File: src/rtl/apb_master_multi.sv
// ---------------------------------------------------------------------------
// apb_master_multi
//
// APB4 master for a bus shared by NUM_SLV slaves. A local command port
// (valid/ready) supplies one transfer at a time. The slave is chosen by the
// top address bits, and each slave has its own one-hot PSEL line. The block
// adds byte strobes, PSLVERR reporting, a wait-state timeout with abort, and
// back-to-back transfers with no idle cycle. Every transfer, including an
// illegal one, produces one registered response pulse.
//
// Ports
//   pclk, prst            clock and synchronous active-high reset
//   trf_valid/trf_ready   request handshake; trf_ready is combinational
//                         from pready of the selected slave while in ACCESS
//   trf_enc               2'b01 write, 2'b10 read; any other value is
//                         answered with an error response and no bus activity
//   trf_addr/wdata/strb   request payload
//   trf_rsp_valid/err     one-cycle response pulse with its error flag
//   trf_rdata             read data, qualified by trf_rsp_valid
//   psel..pstrb           APB request outputs
//   prdata/pready/pslverr per-slave APB returns; prdata is flattened, with
//                         slave i at [i*DATA_W +: DATA_W]
// ---------------------------------------------------------------------------
module apb_master_multi #(
    parameter int ADDR_W  = 8,
    parameter int DATA_W  = 8,
    parameter int NUM_SLV = 4,
    parameter int TIMEOUT = 16
) (
    input  logic                      pclk,
    input  logic                      prst,
    input  logic                      trf_valid,
    output logic                      trf_ready,
    input  logic [1:0]                trf_enc,
    input  logic [ADDR_W-1:0]         trf_addr,
    input  logic [DATA_W-1:0]         trf_wdata,
    input  logic [DATA_W/8-1:0]       trf_strb,
    output logic                      trf_rsp_valid,
    output logic                      trf_rsp_err,
    output logic [DATA_W-1:0]         trf_rdata,
    output logic [NUM_SLV-1:0]        psel,
    output logic                      penable,
    output logic [ADDR_W-1:0]         paddr,
    output logic                      pwrite,
    output logic [DATA_W-1:0]         pwdata,
    output logic [DATA_W/8-1:0]       pstrb,
    input  logic [NUM_SLV*DATA_W-1:0] prdata,
    input  logic [NUM_SLV-1:0]        pready,
    input  logic [NUM_SLV-1:0]        pslverr
);

    localparam int SLV_W  = (NUM_SLV > 1) ? $clog2(NUM_SLV) : 1;
    localparam int STRB_W = DATA_W / 8;
    localparam int CNT_W  = (TIMEOUT > 0) ? $clog2(TIMEOUT + 1) : 1;
    // The abort is taken on the wait cycle that would bring the counter up to TIMEOUT.
    localparam logic [CNT_W-1:0] TO_LAST = (TIMEOUT > 0) ? CNT_W'(TIMEOUT - 1) : '0;

    typedef enum logic [1:0] {
        IDLE   = 2'd0,
        SETUP  = 2'd1,
        ACCESS = 2'd2
    } state_t;

    state_t             state, state_nxt;
    logic [SLV_W-1:0]   idx;        // slave of the transfer in flight
    logic [SLV_W-1:0]   addr_idx;   // slave decoded from the incoming request
    logic [CNT_W-1:0]   wait_cnt;
    logic               pend_err;   // illegal request taken on a completion edge

    logic               pready_sel;
    logic               pslverr_sel;
    logic [DATA_W-1:0]  prdata_sel;
    logic [NUM_SLV-1:0] sel_onehot;

    logic               accept;
    logic               enc_legal;
    logic               take;
    logic               bad;
    logic               done;
    logic               abort;

    // ------------------------------------------------------------------
    // Slave decode and return-path mux
    // ------------------------------------------------------------------
    generate
        if (NUM_SLV == 1) begin : g_one
            assign addr_idx    = '0;
            assign pready_sel  = pready[0];
            assign pslverr_sel = pslverr[0];
            assign prdata_sel  = prdata;
        end else begin : g_many
            logic [DATA_W-1:0] prdata_arr [NUM_SLV];
            for (genvar g = 0; g < NUM_SLV; g++) begin : g_rd
                assign prdata_arr[g] = prdata[g*DATA_W +: DATA_W];
            end
            assign addr_idx    = trf_addr[ADDR_W-1 -: SLV_W];
            assign pready_sel  = pready[idx];
            assign pslverr_sel = pslverr[idx];
            assign prdata_sel  = prdata_arr[idx];
        end
    endgenerate

    assign sel_onehot = NUM_SLV'(1) << idx;

    assign accept    = trf_valid & trf_ready;
    assign enc_legal = (trf_enc == 2'b01) || (trf_enc == 2'b10);
    assign take      = accept & enc_legal;
    assign bad       = accept & ~enc_legal;
    assign done      = (state == ACCESS) & pready_sel;
    assign abort     = (TIMEOUT != 0) && (state == ACCESS) && !pready_sel
                       && (wait_cnt == TO_LAST);

    // ------------------------------------------------------------------
    // FSM: state register
    // ------------------------------------------------------------------
    always_ff @(posedge pclk) begin
        if (prst) state <= IDLE;
        else      state <= state_nxt;
    end

    // ------------------------------------------------------------------
    // FSM: next state
    // ------------------------------------------------------------------
    always_comb begin
        state_nxt = state;
        unique case (state)
            IDLE:    if (take) state_nxt = SETUP;
            SETUP:   state_nxt = ACCESS;
            ACCESS: begin
                if (pready_sel)  state_nxt = take ? SETUP : IDLE;
                else if (abort)  state_nxt = IDLE;
            end
            default: state_nxt = IDLE;
        endcase
    end

    // ------------------------------------------------------------------
    // FSM: outputs. In ACCESS, ready follows pready so that the next
    // request can be taken on the completion edge. An abort happens only
    // while pready is low, so ready is already low on that cycle.
    // ------------------------------------------------------------------
    always_comb begin
        trf_ready = 1'b0;
        psel      = '0;
        penable   = 1'b0;
        unique case (state)
            IDLE:    trf_ready = ~pend_err;
            SETUP:   psel = sel_onehot;
            ACCESS: begin
                psel      = sel_onehot;
                penable   = 1'b1;
                trf_ready = pready_sel;
            end
            default: ;
        endcase
    end

    // ------------------------------------------------------------------
    // Request latch. The bus outputs keep their last value between
    // transfers; only psel and penable drop in IDLE.
    // ------------------------------------------------------------------
    always_ff @(posedge pclk) begin
        if (prst) begin
            paddr  <= '0;
            pwrite <= 1'b0;
            pwdata <= '0;
            pstrb  <= '0;
            idx    <= '0;
        end else if (take) begin
            paddr  <= trf_addr;
            pwrite <= (trf_enc == 2'b01);
            pwdata <= trf_wdata;
            pstrb  <= (trf_enc == 2'b01) ? trf_strb : STRB_W'(0);
            idx    <= addr_idx;
        end
    end

    // ------------------------------------------------------------------
    // Wait-state counter. It clears whenever a new SETUP begins.
    // ------------------------------------------------------------------
    always_ff @(posedge pclk) begin
        if (prst)
            wait_cnt <= '0;
        else if (state_nxt == SETUP)
            wait_cnt <= '0;
        else if (state == ACCESS && !pready_sel)
            wait_cnt <= wait_cnt + 1'b1;
    end

    // An illegal request can be taken on a completion edge. The completion
    // response owns the next cycle, so the error response is sent one cycle
    // later, and trf_ready is held low in IDLE until it has gone out.
    always_ff @(posedge pclk) begin
        if (prst) pend_err <= 1'b0;
        else      pend_err <= (state == ACCESS) & pready_sel & bad;
    end

    // ------------------------------------------------------------------
    // Registered response channel
    // ------------------------------------------------------------------
    always_ff @(posedge pclk) begin
        if (prst) begin
            trf_rsp_valid <= 1'b0;
            trf_rsp_err   <= 1'b0;
            trf_rdata     <= '0;
        end else begin
            trf_rsp_valid <= 1'b0;
            if (done) begin
                trf_rsp_valid <= 1'b1;
                trf_rsp_err   <= pslverr_sel;
                trf_rdata     <= pwrite ? '0 : prdata_sel;
            end else if (abort || pend_err || (state == IDLE && bad)) begin
                trf_rsp_valid <= 1'b1;
                trf_rsp_err   <= 1'b1;
                trf_rdata     <= '0;
            end
        end
    end

endmodule

File: config.mk
export PLATFORM = sky130hd
export DESIGN_NAME = apb_master_multi
export DESIGN_NICKNAME = d
export VERILOG_FILES = /design/src/rtl/apb_master_multi.sv
export SDC_FILE = /design/constraint.sdc
export NUM_CORES = 1
export LEC_CHECK = 0
export CORE_UTILIZATION = 36
export CTS_CLUSTER_DIAMETER = 50
export DETAILED_ROUTE_END_ITERATION = 6
export PLACE_DENSITY = 0.76
export REMOVE_ABC_BUFFERS = 1
export SYNTH_ARGS = -nofsm -noshare
export SYNTH_HDL_FRONTEND = slang
export SYNTH_SLANG_ARGS = --single-unit
File: constraint.sdc
create_clock -name pclk -period 2.8 [get_ports pclk]
set_input_delay 0.84 -clock pclk [delete_from_list [all_inputs] [get_ports pclk]]
set_output_delay 0.84 -clock pclk [all_outputs]
set_load 0.005 [all_outputs]
After elaboration in Yosys (flattened, before gate mapping)
Cells that the tools add are included.
{"block": "word_totals", "word_cells": 63, "reg_bits": 38, "out_inout_bits": 34}
{"block": "op_classes", "n_shift": 1, "bitwise_logic": 8, "eq_ne": 6, "magnitude_cmp": 2, "reduce_logical": 11, "n_addsub": 1, "mux": 23}
{"op": "two-way mux 8 bit", "count": 5}
{"op": "binary-select mux 8 bit (select 2 bit)", "count": 1}
{"op": "two-way mux 1 bit", "count": 9}
{"op": "== test 2 x 1 -> 1 bit, second input constant", "count": 3}
{"op": "two-way mux 2 bit", "count": 3}
{"op": "case mux 2 bit (3 select lines)", "count": 1}
{"op": "adder 5 x 1 -> 5 bit, second input constant", "count": 1}
{"op": "bitwise AND 1 bit", "count": 5}
{"op": "== test 5 x 4 -> 1 bit, second input constant", "count": 1}
{"op": "binary-select mux 1 bit (select 2 bit)", "count": 2}
{"op": "== test 2 bit, second input constant", "count": 2}
{"op": "two-way mux 4 bit", "count": 1}
{"op": "OR reduction 2 bit", "count": 2}
{"op": "<< shifter 1 x 2 -> 4 bit, first input constant", "count": 1}
{"op": ">= comparator 3 bit, second input constant", "count": 1}
{"op": "logical AND 1 bit", "count": 3}
{"op": "logical OR 1 bit", "count": 3}
{"op": "less-than comparator 2 x 3 -> 1 bit, second input constant", "count": 1}
{"op": "NOT 2 -> 3 bit", "count": 1}
{"op": "logical NOT 2 bit", "count": 1}
{"op": "NOT 1 bit", "count": 2}
{"op": "case mux 1 bit (2 select lines)", "count": 1}
{"op": "nonzero test 2 bit", "count": 1}
{"op": "logical NOT 1 bit", "count": 1}

Depth between registers and ports, before layout
Gate-level depths: netlist of the first run.
{"block": "logic_depth", "word_depth": 10, "depth_mapped": 8}

Least setup slack after synthesis of the first run
No wires, ideal clock.
{"block": "synth_timing", "kind": "input port to output port", "startpoint": "input port pready[2]", "endpoint": "output port trf_ready", "setup_slack_ns": 0.045, "required_time_ns": 1.960, "cell_stages": 4, "arrival_ns": 1.915, "path_cell_list": "mux2_4 > a221oi_2 > inv_2 > buf_2"}
{"block": "synth_between", "elab_chain_cells": 3}
{"item": "start, declared", "line": "48", "text": "input logic [NUM_SLV-1:0] pready,"}
{"item": "binary-select mux 1 bit (select 2 bit)", "line": "97", "text": "assign pready_sel = pready[idx];"}
{"item": "two-way mux 1 bit (not written as such)", "line": "97"}
{"item": "case mux 1 bit (2 select lines)", "line": "146", "text": "unique case (state)"}
{"item": "end, declared", "line": "33", "text": "output logic trf_ready,"}
Every way passes these cells. The select of a mux whose other input is x is not followed.

Final worst setup path of the first run
{"block": "layout_timing", "startpoint": "input port pready[3]", "endpoint": "output port trf_ready"}
Same word-level chain as after synthesis.

==> results.md, run 1 <==
- Crit path kind: in2out
- Seq/Total Area, Yosys: 37.7%
- Outcome: finished, final reports clean
- Clk sinks: 36
- Setup crit end kind: primary output
- Total CTS buffers: 5
- Final Hold Viols: 0
- IO Port Bufs: 95
- Total power: 1.37 mW
- Initial DRC count: 62
- Worst r2r path cells: 4
- Final Cell Area: between 0.003 and 0.004 sq mm
- Met1 Wirelength: 2.30 mm
- DR vias/cell: 5.22
- CP arrival: approximately 1.9 ns
- Mapped cell area: 0.00191 sq mm
- Commonest cells after routing, fill and taps aside: 90 x clkdlybuf4s50_1, 36 x dfxtp_1, 20 x nand3_1, 20 x o21ai_0, 20 x a21oi_1
- Fraction of layout cells with a size suffix above 1: 11.2%
- First-pass GRT wire length: 7.91 mm
- Largest family of logic cells by synthesized area: compound AO/OA/AOI/OAI gates
- Post-synth EDFFs: 0
- DRT Pass-1 Iters: 4
- # IOs: 96
- RSZ-0062 raised after global routing: no
- Synth warnings: 0
- Min-Delay Path Class: reg2reg
- Initial antenna violation count: 0
- CTS Root Cell: clkbuf_8
- Peak VDD IR: 0.356 mV
- Chip width: 74.8 um
- R2R setup slack: 0.79 ns
- Via count: about 1900
- Final Max Tran Viols: 0
- CTS clk-pin slew, worst paths: 0.07 ns
- TritonCTS clock tree: built
- R2r endpoint: trf_rdata[1]
- Die area: around 0.0056 sq mm
- Post-Synth XOR/XNOR Area: 1.38%
- Comb pwr share: a little under a third
- Pwr/cell area: 445 mW/mm^2
- Reg-to-reg startpoint: paddr[6]
- Commonest non-fill, non-tap cell in the layout: clkdlybuf4s50_1
- Top Metal Used: met4
- Initial Util: between 30% and 40%
- Level count of the clock H-tree: 2
- Crit. Startpoint: pready[3]
- Simple-gate share of the synthesized area: between 10 and 15%
- Leakage: 1.13 nW
- Placed cell areas: 0.00298 sq mm
- Net Sw Power: just under 400 uW
- # setup viols final: 0
- Post-synthesis mux area share: 14.0%
- Slew headroom: 74.2%
- Nets@finish: 371
- Routability cong.: 0.793
- Cells after synthesis: between 200 and 250
- P_int: 982 uW
- Largest net degree at the start of global routing: 19
- Mapped Avg Cell Area: around 9.5 sq um
- Deepest clock path buffer count: 2
- Met2 WL post-DR: 2.51 mm
- Overall routing resource usage: 18.6%
- Ys flop type: dfxtp_1
- Crit share post-route: 98.6%
- Seq pwr share: 41.2%
- Worst Setup Start Kind: input pin
- Required time of the critical path: around 2.0 ns
- Synth cell types: 41
- Clock latency at the later pin of the worst-skew pair: 0.28 ns
- Post-DP HPWL: 4.10 mm
- ANT cells: 0
- Clock Skews: 0.00472 ns
- Gr ovfl total: 0
- Routed length per placed instance: 14.4 um
- FFs w/ async S/R, synth: 0%
- DRT Wirelength: 5.37 mm
- Worst-Margin Slew: roughly 0.39 ns
- Post-synthesis compound-gate area fraction: 21.4%
- Chip height: 74.8 um
- Sw frac: 28.2%
- Post-route DRC: 0
- Adder-Cell Fraction of Synth Area: 4.59%
- Clock power share: 27.6%
- Syn-to-layout area delta: 60.9%
- Number of synthesized register bits: 36
- Site row count: 26
- Met3 WL: 465 um
- Peak Freq: 0.362 GHz
- Critical Path Fanout Max: 3
- Max-cap violations: 0
- Vias in the first global route: 1808
- Core region area: 0.00511 sq mm
- CP endpoint: trf_ready
- Final Critical Period: 2.76 ns
- Post-route ant nets: 0
worst max-delay path, cell delays in order:
cell and delay (ns):
clkdlybuf4s15_1 0.18, mux2_4 0.29, a221oi_4 0.29, buf_4 0.17, inv_2 0.03, buf_2 0.11
power groups by stage:
stage | Sequential [mW] | Combinational, mW | Clock, mW
after floorplan | 0.581 | 0.173 | 0
after global placement | 0.573 | 0.419 | 0
after detailed placement | 0.575 | 0.425 | 0
after CTS | 0.564 | 0.423 | 0.385
after global routing | 0.567 | 0.461 | 0.402
final | 0.564 | 0.427 | 0.377
cells by family (layout without fill, tap and decap cells):
logic type,Yosys count,after routing
multiplexers,12,12
XOR/XNOR,3,3
adder cells (fa/ha/maj),7,7
buffers and inverters,33,135
AND/OR/NAND/NOR,48,48
AO/OA/AOI/OAI,62,62
flip-flops,36,36
synthesized netlist by cell type (2+ instances only):
master,n,area [sq um]
a21oi_1,20,100
o21ai_0,20,100
and3_1,4,25.0
clkbuf_1,9,33.8
ha_1,7,87.6
nor3_1,4,20.0
dfxtp_1,36,721
nor3b_1,3,22.5
a31oi_1,2,12.5
xnor2_1,3,26.3
mux4_2,6,135
nor2_1,3,11.3
or3_1,2,12.5
nand3_1,20,100
nand2_1,4,15.0
a311oi_1,3,26.3
o2bb2ai_1,8,70.1
inv_1,18,67.6
mux4_1,4,105
buf_2,2,10.0
nor2b_1,3,18.8
sequential cells by signal, indices dropped and copies added (netlist names):
register       flops
pwdata             8
trf_rsp_err        1
pwrite             1
pstrb              1
trf_rsp_valid      1
state              2
trf_rdata          8
wait_cnt           5
pend_err           1
paddr              8
layer usage:
metal,vias up,global-route usage (%)
li1,938,-
met1,915,20.2
met2,84,33.3
met3,9,4.95
met4,0,8.81
met5,-,0
how the worst min path moves through the flow:
stage          slack, ns  cells past startpoint   startpoint          end
5_1_grt             0.46                      2  trf_rsp_err  trf_rsp_err
3_5_place_dp        0.44                      2  trf_rsp_err  trf_rsp_err
6_report            0.45                      2  trf_rsp_err  trf_rsp_err
2_1_floorplan       0.44                      2  trf_rsp_err  trf_rsp_err
4_1_cts             0.46                      2  trf_rsp_err  trf_rsp_err
3_3_place_gp        0.44                      2  trf_rsp_err  trf_rsp_err
repair_timing:
action,in CTS,in global routing
endpoints found under the setup margin,1,1
buffers inserted,0,0
gates resized for setup,11,4
pin swaps,1,1
hold buffers,0,0
layout make-up:
cell class | count | area, sq um
multi-input cells | 132 | 1060
fillers | 461 | 2030
flip-flops and latches | 36 | 721
repair buffers | 108 | 1040
inverters | 19 | 71.3
clock buffers | 8 | 90.1
well taps | 70 | 87.6
metrics by stage:
step	instances	util (%)	setup slack [ns]	setup TNS (ns)	hold WS, ns
2_1_floorplan	187	-	-0.127	-0.127	0.440
3_5_place_dp	365	58.3	-0.518	-0.518	0.444
3_3_place_gp	365	58.3	-0.511	-0.511	0.437
6_report	373	60.2	0.0383	0	0.453
5_1_grt	373	60.2	0.000774	0	0.464
4_1_cts	373	60.0	0.0000528	0	0.456
Power figures use the tool's default switching activity.
==> run 2, diff against run 1 <==
Settings changed: CELL_PAD_IN_SITES_DETAIL_PLACEMENT from default to 1, CELL_PAD_IN_SITES_GLOBAL_PLACEMENT from default to 1, CORE_UTILIZATION 36 to 26, PLACE_DENSITY 0.76 to default, PLACE_DENSITY_LB_ADDON from default to 0.1.
==> run 2 against run 1 <==
  * Core utilization is 14 points lower
  * Routed wire length is 13% higher
  * Clock power is 38% higher
  * Critical path depth stayed put
  * Maximum frequency is 0.53% higher
  * Power is 13% higher
  * Via count is 1.7% lower
  * Non-clock buffer count is 6 higher
  * Largest cell class is now non-clock buffers
==> results.md, run 2 (synthesized netlist as in run 1, its figures left out) <==
- Place WS: -0.518 ns (+0.000190 ns)
- Routability cong.: 0.686 (-13%)
- Final Max Tran Viols: 0 (unchanged)
- Total CTS buffers: 5 (unchanged)
- Commonest non-fill, non-tap cell in the layout: clkdlybuf4s50_1
- CP arrival: 1.91 ns (about the same)
- ANT cells: 0 (unchanged)
- Initial Util: 27.5% (-9.9 points)
- Vias in the first global route: 2055 (+14%)
- Final Hold Viols: 0 (unchanged)
- # setup viols final: 0 (unchanged)
- Required time of the critical path: 1.96 ns (about the same)
- Crit share post-route: 98.1% (-0.52 points)
- Outcome: finished, final reports clean
- Deepest clock path buffer count: 2 (unchanged)
- Final Core Density: 46.3% (-14 points)
- Level count of the clock H-tree: 2 (unchanged)
- Clk sinks: 36 (unchanged)
- Top cell by count, worst path: buf_6
- Min-Delay Path Class: reg2reg
- Crit path kind: in2out
- Worst Setup Start Kind: input pin
- Syn-to-layout area delta: 68.4%
- Slowest stage delay, CP: 0.31 ns (+0.02 ns)
- Post-DP HPWL: 4.59 mm (+12%)
- DRT Pass-1 Iters: 4 (unchanged)
- Clock latency at the later pin of the worst-skew pair: 0.30 ns (+0.02 ns)
- Largest regs: paddr (8), pwdata (8), trf_rdata (8)
- Max-cap violations: 0 (unchanged)
- First-pass GRT wire length: 9.85 mm (+25%)
- Hold_buf cts: 0 (unchanged)
- Core region area: 0.00694 sq mm (+36%)
- Final Critical Period: 2.75 ns (-0.0146 ns)
- Chip height: 87.7 um (+17%)
- Post-route ant nets: 0 (unchanged)
- CTS Root Cell: clkbuf_8
- Peak VDD IR: 0.206 mV (-42%)
- Overall routing resource usage: 16.9% (-1.6 points)
- CP max-delay cell: a221oi_4
- DRT Wirelength: 6.06 mm (+13%)
- CTS clk-pin slew, worst paths: 0.07 ns (about the same)
- Commonest cells after routing, fill and taps aside: 90 x clkdlybuf4s50_1, 35 x dfxtp_1, 20 x nand3_1, 20 x o21ai_0, 20 x a21oi_1
- Die area: 0.00769 sq mm (+37%)
- TritonCTS clock tree: built
- Leakage: 1.18 nW (+5.2%)
- Via count: 1912 (-1.7%)
- Initial DRC count: 30 (-52%)
- Fraction of layout cells with a size suffix above 1: 13.6% (+2.4 points)
- Post-route DRC: 0 (unchanged)
- Largest net degree at the start of global routing: 19 (unchanged)
- DR vias/cell: 4.72 (-9.5%)
- Setup ws final: 0.0529 ns (+0.0146 ns)
- Routed length per placed instance: 15.0 um (+4.0%)
- Chip width: 87.7 um (+17%)
- # IOs: 96 (unchanged)
- Initial antenna violation count: 0 (unchanged)
- Setup crit end kind: primary output
- Worst-Margin Slew: 0.365 ns (-0.0215 ns)
- Critical-path cell list: clkdlybuf4s15_1 > mux2_4 > a221oi_4 > buf_6 > inv_2 > buf_6
- Gr ovfl total: 0 (unchanged)
- Clock Skews: 0.00821 ns (+0.00349 ns)
- IO Port Bufs: 95 (unchanged)
- Pwr/cell area: 478 mW/mm^2 (+7.5%)
- Slew headroom: 75.7% (+1.5 points)
- Critical Path Fanout Max: 2 (-1)
- Peak Freq: 0.364 GHz (+0.53%)
- Site row count: 30 (+15%)
- Nets@finish: 377 (+1.6%)
run 2: cell count changes in the layout (fill, tap and decap cells not counted), sizes merged:
cell           delta
clkdlybuf4s15     +1
bufinv            +1
buf               +6
clkbuf            -2
run 2: where the power goes:
part / switching [mW] / internal [mW]
clock: 0.206 / 0.315
sequential: 0.0193 / 0.543
combinational: 0.198 / 0.257
total: 0.423 / 1.12
run 2: routing by layer:
| layer | GRT usage (%) | vias up | part of all wire, % |
|---|---|---|---|
| li1 | - | 952 | - |
| met1 | 20.2 | 907 | 44 |
| met2 | 28.8 | 47 | 48 |
| met3 | 6.22 | 6 | 6.5 |
| met4 | 4.32 | 0 | 0.94 |
| met5 | 0 | - | 0 |
run 2: per-stage QoR:
| step | std cells | TNS (ns) | area [sq um] | power, mW | hold slack (ns) |
|---|---|---|---|---|---|
| 6_report | 405 | 0 | 3220 | 1.54 | 0.446 |
| 5_1_grt | 405 | -0.000879 | 3220 | 1.62 | 0.481 |
| 4_1_cts | 403 | 0 | 3190 | 1.55 | 0.454 |
| 3_5_place_dp | 395 | -0.518 | 3050 | 1.02 | 0.442 |
| 3_3_place_gp | 395 | -0.519 | 3050 | 1.02 | 0.432 |
| 2_1_floorplan | 187 | -0.127 | 1840 | 0.754 | 0.440 |
run 2: final timing paths:
check,start,end,slack (ns),cells after the start
max reg2reg,paddr[6],trf_rdata[3],0.73,6
min,trf_rsp_err,trf_rsp_err,0.45,2
min reg2reg,trf_rsp_err,trf_rsp_err,0.45,2
max,pready[2],trf_ready,0.05,6
run 2: cell type report:
type | count | area (sq um)
fill | 790 | 3730
timing repair buffer | 114 | 1110
multi-input combinational | 132 | 1060
sequential | 36 | 722
tap | 96 | 120
clock buffer | 7 | 96.3
inverter | 19 | 71.3
clock inverter | 1 | 30.0
run 2: timing repair:
action	4_1_cts	5_1_grt
endpoints found under the setup margin	1	2
resized for setup	13	4
buffers inserted	0	2
pin swaps	1	1
run 2: worst max-delay path, delay by kind of cell:
kind	cells	cell delay, ns
AO/OA/AOI/OAI	1	0.31
buffers and inverters	4	0.46
multiplexers	1	0.29
